[src/rtl/dpram_port_master.sv]
// dpram_port_master: burst initiator for a single dpram port.
// Accepts a burst command (start address, beats-1, direction) and issues the
// beats over the RAM valid/ready handshake. Write beats are pulled from the
// wr_* stream. Read results are returned on rd_* one cycle after each beat.
module dpram_port_master #(
  parameter int ADDR_W = 8,
  parameter int DATA_W = 8,
  parameter int LEN_W  = 8
) (
  input  logic              clk,
  input  logic              rst_n,
  input  logic              cmd_valid,
  output logic              cmd_ready,
  input  logic              cmd_we,
  input  logic [ADDR_W-1:0] cmd_addr,
  input  logic [LEN_W-1:0]  cmd_len,
  input  logic [DATA_W-1:0] wr_data,
  input  logic              wr_valid,
  output logic              wr_ready,
  output logic [DATA_W-1:0] rd_data,
  output logic              rd_valid,
  output logic              busy,
  output logic              done,
  output logic [ADDR_W-1:0] ram_addr,
  output logic [DATA_W-1:0] ram_data,
  output logic              ram_we,
  output logic              ram_valid,
  input  logic              ram_ready,
  input  logic [DATA_W-1:0] ram_q
);

  typedef enum logic [2:0] {
    IDLE,
    WRITE,
    READ,
    DRAIN,
    DONE
  } state_t;

  localparam logic [LEN_W:0]  CNT_ONE  = {{LEN_W{1'b0}}, 1'b1};
  localparam logic [ADDR_W-1:0] ADDR_ONE = {{(ADDR_W-1){1'b0}}, 1'b1};

  state_t            state;
  state_t            state_next;
  logic [ADDR_W-1:0] addr_q;
  logic [LEN_W-1:0]  len_q;
  logic [LEN_W:0]    loaded_q;
  logic [LEN_W:0]    total_beats;
  logic              beat;
  logic              cmd_fire;
  logic              wr_fire;
  logic              all_loaded;
  logic              last_beat;

  // Handshake and burst-progress terms shared by the FSM and datapath.
  // Only one beat is ever in flight, so once every beat has been loaded the
  // next accepted beat is necessarily the last one.
  always_comb begin
    total_beats = {1'b0, len_q} + CNT_ONE;
    beat        = ram_valid && ram_ready;
    cmd_fire    = cmd_valid && cmd_ready;
    wr_fire     = wr_valid && wr_ready;
    all_loaded  = (loaded_q == total_beats);
    last_beat   = beat && all_loaded;
  end

  // State register.
  always_ff @(posedge clk or negedge rst_n) begin
    if (!rst_n) begin
      state <= IDLE;
    end else begin
      state <= state_next;
    end
  end

  // Next-state logic: a burst ends when its final beat is accepted; reads
  // take one extra DRAIN cycle so the last rd_valid precedes done.
  always_comb begin
    state_next = state;
    case (state)
      IDLE:    if (cmd_fire) state_next = cmd_we ? WRITE : READ;
      WRITE:   if (last_beat) state_next = DONE;
      READ:    if (last_beat) state_next = DRAIN;
      DRAIN:   state_next = DONE;
      DONE:    state_next = IDLE;
      default: state_next = IDLE;
    endcase
  end

  // State-decoded outputs; cmd_ready is also held low while reset is asserted
  // and read data is only presented alongside rd_valid.
  always_comb begin
    cmd_ready = (state == IDLE) && rst_n;
    busy      = (state != IDLE);
    done      = (state == DONE);
    wr_ready  = (state == WRITE) && (!ram_valid || ram_ready) && !all_loaded;
    rd_data   = rd_valid ? ram_q : '0;
  end

  // Beat datapath: latches the command, loads the registered RAM request and
  // advances the wrapping address/beat count as beats are loaded.
  always_ff @(posedge clk or negedge rst_n) begin
    if (!rst_n) begin
      addr_q    <= '0;
      len_q     <= '0;
      loaded_q  <= '0;
      ram_addr  <= '0;
      ram_data  <= '0;
      ram_we    <= 1'b0;
      ram_valid <= 1'b0;
      rd_valid  <= 1'b0;
    end else begin
      rd_valid <= (state == READ) && beat;
      case (state)
        IDLE: begin
          if (cmd_fire) begin
            len_q    <= cmd_len;
            loaded_q <= '0;
            addr_q   <= cmd_addr;
            if (!cmd_we) begin
              ram_valid <= 1'b1;
              ram_we    <= 1'b0;
              ram_addr  <= cmd_addr;
              addr_q    <= cmd_addr + ADDR_ONE;
              loaded_q  <= CNT_ONE;
            end
          end
        end
        WRITE: begin
          if (wr_fire) begin
            ram_valid <= 1'b1;
            ram_we    <= 1'b1;
            ram_data  <= wr_data;
            ram_addr  <= addr_q;
            addr_q    <= addr_q + ADDR_ONE;
            loaded_q  <= loaded_q + CNT_ONE;
          end else if (beat) begin
            ram_valid <= 1'b0;
          end
        end
        READ: begin
          if (beat) begin
            if (all_loaded) begin
              ram_valid <= 1'b0;
            end else begin
              ram_addr <= addr_q;
              addr_q   <= addr_q + ADDR_ONE;
              loaded_q <= loaded_q + CNT_ONE;
            end
          end
        end
        default: ;
      endcase
    end
  end

endmodule

[config.mk]
export PLATFORM = sky130hd
export DESIGN_NAME = dpram_port_master
export DESIGN_NICKNAME = d
export VERILOG_FILES = /design/src/rtl/dpram_port_master.sv
export SDC_FILE = /design/constraint.sdc
export NUM_CORES = 1
export LEC_CHECK = 0
export ABC_AREA = 1
export CORE_AREA = 8 8 134 111
export DETAILED_ROUTE_END_ITERATION = 10
export DIE_AREA = 0 0 142 119
export SYNTH_ARGS = -nofsm -noshare
export SYNTH_HDL_FRONTEND = slang
export SYNTH_SLANG_ARGS = --single-unit
export TNS_END_PERCENT = 30
[constraint.sdc]
create_clock -name clk -period 1.9 [get_ports clk]
set_clock_uncertainty 0.05 [all_clocks]
set_input_delay 0.38 -clock clk [delete_from_list [all_inputs] [get_ports clk]]
set_output_delay 0.38 -clock clk [all_outputs]
set_load 0.005 [all_outputs]
==> impl_metrics.py, run 1 <==
metrics = {
    "clock_network": {
        "clockBufferDepth": 2,
        "cts_tree": "built",
        "cts_hold_buf": 0,
        "clk_latency_ns": 0.29,
        "cts_inserted_buffers": 5,
        "cts.reportedPaths.clkPinSlew_ns": 0.07,
        "cts_root_buf": "clkbuf_16",
        "htree_levels": 2,
        "clock-sinks": 47,
    },
    "synth": {
        "yosysUniqueCellTypes": 40,
        "synth_top_cell_by_area": "dfrtp_1",
        "synthTopCellsByArea": "dfrtp_1 38%, nand2_1 18%, inv_1 5.4%, o21ai_2 4.2%, nand3_1 4.2%",
        "syn_inst": 426,
        "syn_nets": 468,
        "yosysWarningCount": 0,
        "synth_seq_cells": 47,
        "seq_area_frac_synth_pct": 37.7,
        "synth_area_per_cell_um2": 7.32,
        "synth_top_area_share_pct": 37.7,
        "synth_area_mm2": 0.00312,
    },
    "final_layout": {
        "final_cells": 739,
        "layout_commonest_cell": "nand2_1",
        "finalNetCount": 605,
        "final_cell_mix": "142 x nand2_1, 63 x buf_4, 57 x clkdlybuf4s50_1",
        "seq_area_mm2": 0.00118,
        "n_antenna_cell": 0,
        "fill_cells": 1308,
        "syn_to_final_growth_pct": 56.2,
        "drive_gt1_share_pct": 26.8,
        "multiInputGateArea_mm2": 0.00183,
    },
    "worst_hold_path": {
        "hp-class": "in2async",
    },
    "sta": {
        "tightestPinTransition_ns": 0.626,
        "fmax_ghz": 0.443,
        "slew_violations": 0,
        "finalHoldViolations": 0,
        "min_period_ns": 2.26,
        "setup_slack_ns": -0.358,
        "relSlewSlack_pct": 58.3,
        "rsz0062_at_grt": "true",
        "setup-violations-final": 39,
        "finalCritPeriodShare_pct": 119,
        "finalSetupTns_ns": -9.59,
    },
    "floorplan": {
        "core-area_mm2": 0.0126,
        "die_w_um": 142,
        "start_util_pct": 24.7,
        "num_io_pins": 69,
        "die-area_mm2": 0.0169,
        "placementRows": 37,
        "die_y_um": 119,
    },
    "setup_path": {
        "r2r_slack_ns": -0.30,
        "arrival_ns": 1.83,
        "cp.required_ns": 1.47,
        "end_kind": "output pin",
        "start_kind": "flip-flop",
        "crit_type": "reg2out",
        "cp_max_fo": 2,
    },
    "global_routing": {
        "grt_usage_pct": 11.5,
        "grt_antenna_before_repair": 0,
        "grt_overflow": 0,
        "grt_pass1_wl_um": 16300,
        "grt_pass1_vias": 3357,
        "grt_max_degree": 48,
    },
    "routing": {
        "via_count": 3274,
        "route.detailed.wl_per_inst_um": 13.2,
        "dr.pass1.iters": 4,
        "wirelength_um": 9750,
        "first_iter_violations": 205,
        "viasPerCell": 4.43,
        "ant_nets": 0,
        "drc": 0,
    },
    "power_and_ir_drop": {
        "leakage_uw": 0.00242,
        "p_per_area_mw_per_mm2": 1580,
        "p_total_uw": 7680,
        "peakVddDrop_uv": 771,
    },
    "placed_design": {
        "dp_hpwl_um": 7140,
        "globalplace.congestion": 0.820,
        "pre_cts_ws_ns": -0.406,
        "dp_cells": 721,
        "port_buffers": 68,
    },
    "job": {
        "maxCapViolations": 0,
    },
    "outcome": {
        "violations": "negative setup slack",
        "status": "complete, but fails checks",
    },
}
## layout make-up
class | count | area share [%]
Sequential cell | 47 | 24.2
Timing Repair Buffer | 140 | 26.6
Tap cell | 175 | 4.50
Clock buffer | 8 | 3.21
Multi-Input combinational cell | 320 | 37.5
Inverter | 49 | 3.93
## per-stage QoR
stage | util (%) | area, um2 | hold slack (ns)
finish | 38.5 | 4870 | 0.186
global route | 38.5 | 4870 | 0.266
CTS | 37.0 | 4680 | 0.247
detailed placement | 34.9 | 4410 | 0.413
global placement | 34.9 | 4410 | 0.415
floorplan | - | 3120 | 0.0344
## sequential cells by signal, summed over array words and instances, names as in the netlist
name and count:
len_q 8, loaded_q 9, ram_we 1, ram_valid 1, rd_valid 1, ram_data 8
state 3, addr_q 8, ram_addr 8
## cells by family (layout without fill, tap and decap cells)
group | Yosys count | count (layout) | synth area share, %
flip-flops | 47 | 47 | 37.7
buffers and inverters | 62 | 197 | 9.31
AND/OR/NAND/NOR | 245 | 248 | 36.2
AO/OA/AOI/OAI | 53 | 53 | 10.8
multiplexers | 2 | 2 | 0.642
adder cells (fa/ha/maj) | 4 | 4 | 1.61
XOR/XNOR | 13 | 13 | 3.65
## synth_stat cells
cell type  count
nand3_1       26
inv_2          2
o21ai_0       26
nand3b_1       2
xor2_1        11
buf_1          1
nand2_8        1
nor2_1        21
nand2_2       10
o32ai_1        1
nand2_1      151
nor3_4         1
buf_2          2
o21bai_1       1
mux2i_1        2
clkbuf_1       4
nor2_4         2
ha_1           4
a21oi_1        6
nor3b_1        1
nand3_4        1
and2_1         1
dfrtp_1       47
nor2_2         2
or2_2          3
buf_12         2
nand3_2        3
nand2_4        1
clkinv_1       2
buf_8          1
a21boi_2       1
o21ai_2       15
xnor2_1        2
buf_4          3
nor3_1         5
o21ai_1        1
nand4_1       14
o31ai_1        1
inv_1         45
a31oi_1        1
## worst max-delay path: stages, from the launching register on
cell	delay (ns)
dfrtp_1	0.41
ha_4	0.28
inv_2	0.02
nand2_1	0.04
nand2_1	0.05
nor2_2	0.11
nand2_1	0.07
nor2_1	0.08
nand3_1	0.12
nor2_4	0.14
a21boi_2	0.08
buf_2	0.13
## path summary, 6_finish.rpt
check / depth (start not counted) / end / startpoint
worst min-delay path: 2 / len_q[0]$_DFFE_PN0P_ / rst_n
worst min register to register: 2 / ram_addr[0]$_DFFE_PN0P_ / ram_addr[0]$_DFFE_PN0P_
min in group clk: 2 / ram_addr[0]$_DFFE_PN0P_ / ram_addr[0]$_DFFE_PN0P_
max in group asynchronous: 2 / rd_valid$_DFF_PN0_ / rst_n
worst max register to register: 16 / ram_addr[1]$_DFFE_PN0P_ / len_q[0]$_DFFE_PN0P_
worst max-delay path: 11 / wr_ready / len_q[0]$_DFFE_PN0P_
## layer usage
layer / vias to the layer above / GRT usage [%] / wire, um
met5: - / 0 / 0
met4: 0 / 1.61 / 65
met3: 9 / 3.15 / 532
met2: 72 / 19.4 / 4560
met1: 1555 / 14.8 / 4600
li1: 1638 / - / -
## where the power goes
part	internal (uW)	total [uW]	switching [uW]
Clock	562	960	398
Sequential	1420	1770	349
Combinational	2240	4950	2710
## timing repair
| action | CTS | global route |
|---|---|---|
| buffers inserted | 1 | 5 |
| endpoints found under the setup margin | 42 | 48 |
| gates cloned | 3 | 2 |
| pin swaps | 11 | 13 |
| gates resized for setup | 31 | 34 |
(Power assumes the default switching activity.)
==> run 2: changes to the inputs <==
--- a/config.mk
+++ b/config.mk
@@ -9,6 +9,9 @@
 export CORE_AREA = 8 8 134 111
 export DETAILED_ROUTE_END_ITERATION = 10
 export DIE_AREA = 0 0 142 119
+export GPL_ROUTABILITY_DRIVEN = 0
+export MAX_ROUTING_LAYER = met4
+export SKIP_LAST_GASP = 1
 export SYNTH_ARGS = -nofsm -noshare
 export SYNTH_HDL_FRONTEND = slang
 export SYNTH_SLANG_ARGS = --single-unit
==> run 2 against run 1 <==
Power fell by 3.2%. Critical path depth did not move. Global-route usage rose by 0.33 points. The run still ends with negative setup slack left. Sequential share of layout area rose by 0.48 points. Clock-buffer cell count did not move. First-iteration DRC count fell by 16%. Clock power fell by 0.8%. Largest power group unchanged. Via count fell by 1.6%. Combinational power fell by 4.6%. Wire length fell by 2.6%.
==> impl_metrics.py, run 2 (synthesis results as in run 1) <==
metrics = {
    "outcome": {
        "status": "complete, but fails checks",
        "violations": "negative setup slack",
    },
    "clock_network": {
        "cts_tree": "built",
        "cts_inserted_buffers": 5,
        "clk_latency_ns": 0.29,
        "clockBufferDepth": 2,
        "cts.reportedPaths.clkPinSlew_ns": 0.07,
        "cts_hold_buf": 0,
        "cts_root_buf": "clkbuf_16",
        "clock-sinks": 47,
        "htree_levels": 2,
    },
    "setup_path": {
        "cp.required_ns": 1.47,
        "cpMostUsedCell": "nand2_1",
        "r2r_slack_ns": -0.32,
        "cp_max_fo": 2,
        "crit_chain": "ha_4 > inv_1 > nand2_1 > nand2_1 > nor2_2 > nand2_1 > nor2_1 > nand3_1 > nor2_4 > a21boi_2 > buf_2",
        "crit_path_top_delay_cell": "dfrtp_1",
        "crit_type": "reg2out",
        "max_stage_delay_ns": 0.41,
        "end_kind": "output pin",
        "arrival_ns": 1.84,
        "start_kind": "flip-flop",
    },
    "sta": {
        "setup-violations-final": 42,
        "slew_violations": 0,
        "whs_ns": 0.183,
        "tightestPinTransition_ns": 0.623,
        "rsz0062_at_grt": "true",
        "setup_slack_ns": -0.366,
        "finalSetupTns_ns": -10.62,
        "finalCritPeriodShare_pct": 119,
        "finalHoldViolations": 0,
        "relSlewSlack_pct": 58.4,
        "fmax_ghz": 0.441,
        "min_period_ns": 2.27,
    },
    "floorplan": {
        "core-area_mm2": 0.0126,
        "placementRows": 37,
        "die-area_mm2": 0.0169,
        "start_util_pct": 24.7,
        "die_w_um": 142,
        "num_io_pins": 69,
        "die_y_um": 119,
    },
    "routing": {
        "wirelength_um": 9490,
        "dr.pass1.iters": 4,
        "drc": 0,
        "dr_wl_met3_um": 516,
        "m1WireLength_um": 4520,
        "ant_nets": 0,
        "dr_wl_met2_um": 4400,
        "viasPerCell": 4.37,
        "via_count": 3222,
        "top_layer": "met4",
        "route.detailed.wl_per_inst_um": 12.9,
        "first_iter_violations": 172,
    },
    "final_layout": {
        "layout_commonest_cell": "nand2_1",
        "largest_reg_flops": 9,
        "fill_cells": 1313,
        "largest-register": "loaded_q",
        "finalNetCount": 603,
        "n_antenna_cell": 0,
        "final_cell_mix": "149 x nand2_1, 66 x clkdlybuf4s50_1, 64 x buf_4",
        "drive_gt1_share_pct": 23.8,
        "syn_to_final_growth_pct": 53.0,
    },
    "global_routing": {
        "grt_usage_pct": 11.9,
        "grt_max_degree": 48,
        "grt_overflow": 0,
        "grt_pass1_wl_um": 16300,
        "grt_antenna_before_repair": 0,
        "grt_pass1_vias": 3348,
    },
    "power_and_ir_drop": {
        "leakage_uw": 0.00226,
        "p_per_area_mw_per_mm2": 1560,
        "peakVddDrop_uv": 776,
        "net-switching-power_uw": 3320,
        "internal_power_uw": 4120,
        "p_seq_share_pct": 23.7,
        "switching_share_pct": 44.7,
        "p_clk_share_pct": 12.8,
        "pwr-share-comb_pct": 63.5,
    },
    "job": {
        "maxCapViolations": 0,
    },
    "placed_design": {
        "pre_cts_ws_ns": -0.406,
        "port_buffers": 68,
        "dp_hpwl_um": 7140,
    },
    "worst_hold_path": {
        "hp-class": "in2async",
    },
}
## run 2: metal layers
layer	vias to the layer above	global-route usage, %
met4	0	1.61
met1	1517	14.9
met3	5	2.91
met5	-	-
met2	66	19.4
li1	1634	-
## run 2: timing repair
item,4_1_cts,5_1_grt
cloned,3,1
resized for setup,24,12
pin swaps,11,6
buffers inserted,1,4
setup endpoints to repair,42,49
## run 2: final timing paths
check | from | endpoint | cells after the start
worst max-delay path | len_q[0]$_DFFE_PN0P_ | wr_ready | 11
worst min-delay path | rst_n | addr_q[1]$_DFFE_PN0P_ | 2
worst max register to register | len_q[0]$_DFFE_PN0P_ | ram_addr[6]$_DFFE_PN0P_ | 16
worst min register to register | ram_addr[0]$_DFFE_PN0P_ | ram_addr[0]$_DFFE_PN0P_ | 2
max in group asynchronous | rst_n | len_q[2]$_DFFE_PN0P_ | 2
min in group clk | ram_addr[0]$_DFFE_PN0P_ | ram_addr[0]$_DFFE_PN0P_ | 2
## run 2: through the flow
step | instances | cell area, um2 | power [uW] | utilization, %
floorplan | 426 | 3120 | 4390 | -
global placement | 721 | 4410 | 5830 | 34.9
detailed placement | 721 | 4410 | 5930 | 34.9
CTS | 733 | 4670 | 7270 | 37.0
global route | 737 | 4770 | 8100 | 37.7
finish | 737 | 4770 | 7440 | 37.7
## run 2: layout make-up
class / count / area (um2) / area share (%)
Inverter: 49 / 191 / 4.02
Multi-Input combinational cell: 320 / 1780 / 37.4
Timing Repair Buffer: 138 / 1240 / 26.0
Tap cell: 175 / 219 / 4.59
Sequential cell: 47 / 1180 / 24.7
Clock buffer: 8 / 156 / 3.28
## run 2: worst max-delay path: cells and delay by family, from the launching register on
family                   cells  cell delay (ns)
AO/OA/AOI/OAI                1             0.07
adder cells (fa/ha/maj)      1             0.28
buffers and inverters        2             0.16
flip-flops                   1             0.41
AND/OR/NAND/NOR              7             0.63
## run 2: power groups by stage
stage	sequential (uW)	clock (uW)	combinational, uW
2_1_floorplan	1760	0	2620
3_3_place_gp	1740	0	4090
3_5_place_dp	1770	0	4160
4_1_cts	1760	974	4540
5_1_grt	1830	1020	5240
6_report	1760	952	4720
==> run 3: changes to the inputs <==
--- a/config.mk
+++ b/config.mk
@@ -6,11 +6,12 @@
 export NUM_CORES = 1
 export LEC_CHECK = 0
 export ABC_AREA = 1
-export CORE_AREA = 8 8 134 111
+export CORE_AREA = 8 8 103 86
 export DETAILED_ROUTE_END_ITERATION = 10
-export DIE_AREA = 0 0 142 119
+export DIE_AREA = 0 0 111 94
 export GPL_ROUTABILITY_DRIVEN = 0
 export MAX_ROUTING_LAYER = met4
+export PLACE_DENSITY = 0.74
 export SKIP_LAST_GASP = 1
 export SYNTH_ARGS = -nofsm -noshare
 export SYNTH_HDL_FRONTEND = slang
==> run 3 against run 2 <==
The run still ends with negative setup slack left. Register-to-register slack worse by 0.05 ns. Sequential cell count did not move. Critical path depth stayed put. Non-clock buffer count down 2. Final area is 2.8% lower. First-iteration DRC count rose by 18%. Global-route usage rose by 6.2 points. Wire length fell by 2.3%. Maximum frequency down 1.1%. Clock power fell by 18%. Sequential power barely moved. Critical path type unchanged. Largest power group unchanged.
==> impl_metrics.py, run 3 (synthesis results as in run 1) <==
metrics = {
    "sta": {
        "setup-violations-final": 42,
        "relSlewSlack_pct": 58.5,
        "tightestPinTransition_ns": 0.622,
        "whs_ns": 0.133,
        "min_period_ns": 2.29,
        "rsz0062_at_grt": "true",
        "finalHoldViolations": 0,
        "finalCritPeriodShare_pct": 121,
        "slew_violations": 0,
        "fmax_ghz": 0.436,
        "setup_slack_ns": -0.392,
    },
    "power_and_ir_drop": {
        "p_clk_share_pct": 10.5,
        "pwr-share-comb_pct": 66.0,
        "leakage_uw": 0.00225,
        "p_total_uw": 7480,
        "net-switching-power_uw": 3350,
        "p_seq_share_pct": 23.5,
        "peakVddDrop_uv": 882,
        "p_per_area_mw_per_mm2": 1620,
        "switching_share_pct": 44.7,
        "internal_power_uw": 4140,
    },
    "clock_network": {
        "cts_inserted_buffers": 5,
        "htree_levels": 2,
        "clk_latency_ns": 0.30,
        "cts.reportedPaths.clkPinSlew_ns": 0.09,
        "clockBufferDepth": 2,
        "cts_root_buf": "clkbuf_8",
        "cts_tree": "built",
        "clock-sinks": 47,
    },
    "final_layout": {
        "largest-register": "loaded_q",
        "fill_cells": 607,
        "layout_commonest_cell": "nand2_1",
        "final_cells": 650,
        "drive_gt1_share_pct": 23.9,
        "finalNetCount": 601,
        "fin_area_mm2": 0.00463,
        "n_antenna_cell": 0,
        "largest_reg_flops": 9,
        "seq_area_mm2": 0.00118,
        "final_cell_mix": "147 x nand2_1, 66 x clkdlybuf4s50_1, 61 x buf_4",
        "multiInputGateArea_mm2": 0.00177,
        "syn_to_final_growth_pct": 48.6,
    },
    "floorplan": {
        "start_util_pct": 43.4,
        "placementRows": 28,
        "die-area_mm2": 0.0104,
        "num_io_pins": 69,
        "core-area_mm2": 0.00718,
        "die_w_um": 111,
        "die_y_um": 94,
    },
    "job": {
        "maxCapViolations": 0,
    },
    "outcome": {
        "status": "complete, but fails checks",
        "violations": "negative setup slack",
    },
    "global_routing": {
        "grt_usage_pct": 18.1,
        "grt_overflow": 0,
        "grt_pass1_wl_um": 15300,
        "grt_max_degree": 48,
        "grt_antenna_before_repair": 0,
        "grt_pass1_vias": 3323,
    },
    "routing": {
        "route.detailed.wl_per_inst_um": 14.3,
        "viasPerCell": 4.97,
        "first_iter_violations": 203,
        "wirelength_um": 9280,
        "dr.pass1.iters": 4,
        "ant_nets": 0,
        "via_count": 3232,
        "drc": 0,
    },
    "setup_path": {
        "cp.required_ns": 1.47,
        "r2r-end": "addr_q[1]$_DFFE_PN0P_",
        "start_kind": "flip-flop",
        "crit_type": "reg2out",
        "r2r_slack_ns": -0.37,
        "end_kind": "output pin",
        "arrival_ns": 1.86,
        "cp_max_fo": 2,
        "reg2reg_from": "len_q[0]$_DFFE_PN0P_",
        "r2r_cells": 16,
    },
    "placed_design": {
        "port_buffers": 68,
        "postPlaceCellArea_mm2": 0.00429,
        "dp_hpwl_um": 6850,
        "dp_cells": 635,
    },
    "worst_hold_path": {
        "hp-class": "in2async",
    },
}
-- run 3: cell count changes in the layout (fill, tap and decap cells not counted), moves of 3 or more --
cell       delta
nand2_2       +4
clkbuf_8      +4
nand2_4       -3
clkbuf_16     -4
buf_4         -3
-- run 3: final cells by class --
type | instances | area share (%)
multi-input combinational | 320 | 38.3
sequential | 47 | 25.4
clock inverter | 2 | 0.756
timing repair buffer | 136 | 27.2
clock buffer | 6 | 1.78
tap | 90 | 2.43
inverter | 49 | 4.13
-- run 3: power by group through the flow --
stage	sequential, uW	clock (uW)	combinational [uW]
after global placement	1750	0	3980
after floorplan	1760	0	2620
after CTS	1760	791	4460
final	1760	783	4940
after detailed placement	1760	0	4100
after global routing	1820	837	5420
-- run 3: per-stage QoR --
stage / util (%) / worst slack (ns) / TNS, ns
after global placement: 59.8 / -0.358 / -7.83
after detailed placement: 59.8 / -0.411 / -11.07
final: 64.5 / -0.392 / -11.94
after floorplan: - / -0.0699 / -1.42
after CTS: 62.6 / -0.389 / -10.96
after global routing: 64.5 / -0.508 / -18.38
-- run 3: what timing repair did --
item                       4_1_cts  5_1_grt
setup endpoints to repair       43       50
gates cloned                     3        1
pin swaps                        7       12
gates resized for setup         12       18
buffers inserted                 0        3
hold buffers                     0        0
-- run 3: worst max path at each step --
| stage | start | to |
|---|---|---|
| after global routing | len_q[0]$_DFFE_PN0P_ | wr_ready |
| final | len_q[0]$_DFFE_PN0P_ | wr_ready |
| after floorplan | len_q[0]$_DFFE_PN0P_ | addr_q[7]$_DFFE_PN0P_ |
| after detailed placement | len_q[0]$_DFFE_PN0P_ | wr_ready |
| after CTS | len_q[0]$_DFFE_PN0P_ | wr_ready |
| after global placement | ram_ready | wr_ready |
-- run 3: per-layer routing --
layer | share of wire (%) | GRT usage [%] | up-vias
li1 | - | - | 1629
met1 | 45 | 20.9 | 1500
met2 | 49 | 31.4 | 91
met3 | 4.6 | 3.90 | 12
met4 | 1.3 | 4.38 | 0
met5 | 0 | - | -
-- run 3: worst max-delay path, cell delays in order, from the launching register on --
cell	delay (ns)
dfrtp_1	0.43
ha_4	0.28
inv_2	0.03
nand2_2	0.05
nand2_2	0.07
nor2_4	0.11
nand2_1	0.06
nor2_1	0.09
nand3_1	0.12
nor2_4	0.13
a21boi_2	0.07
buf_2	0.13
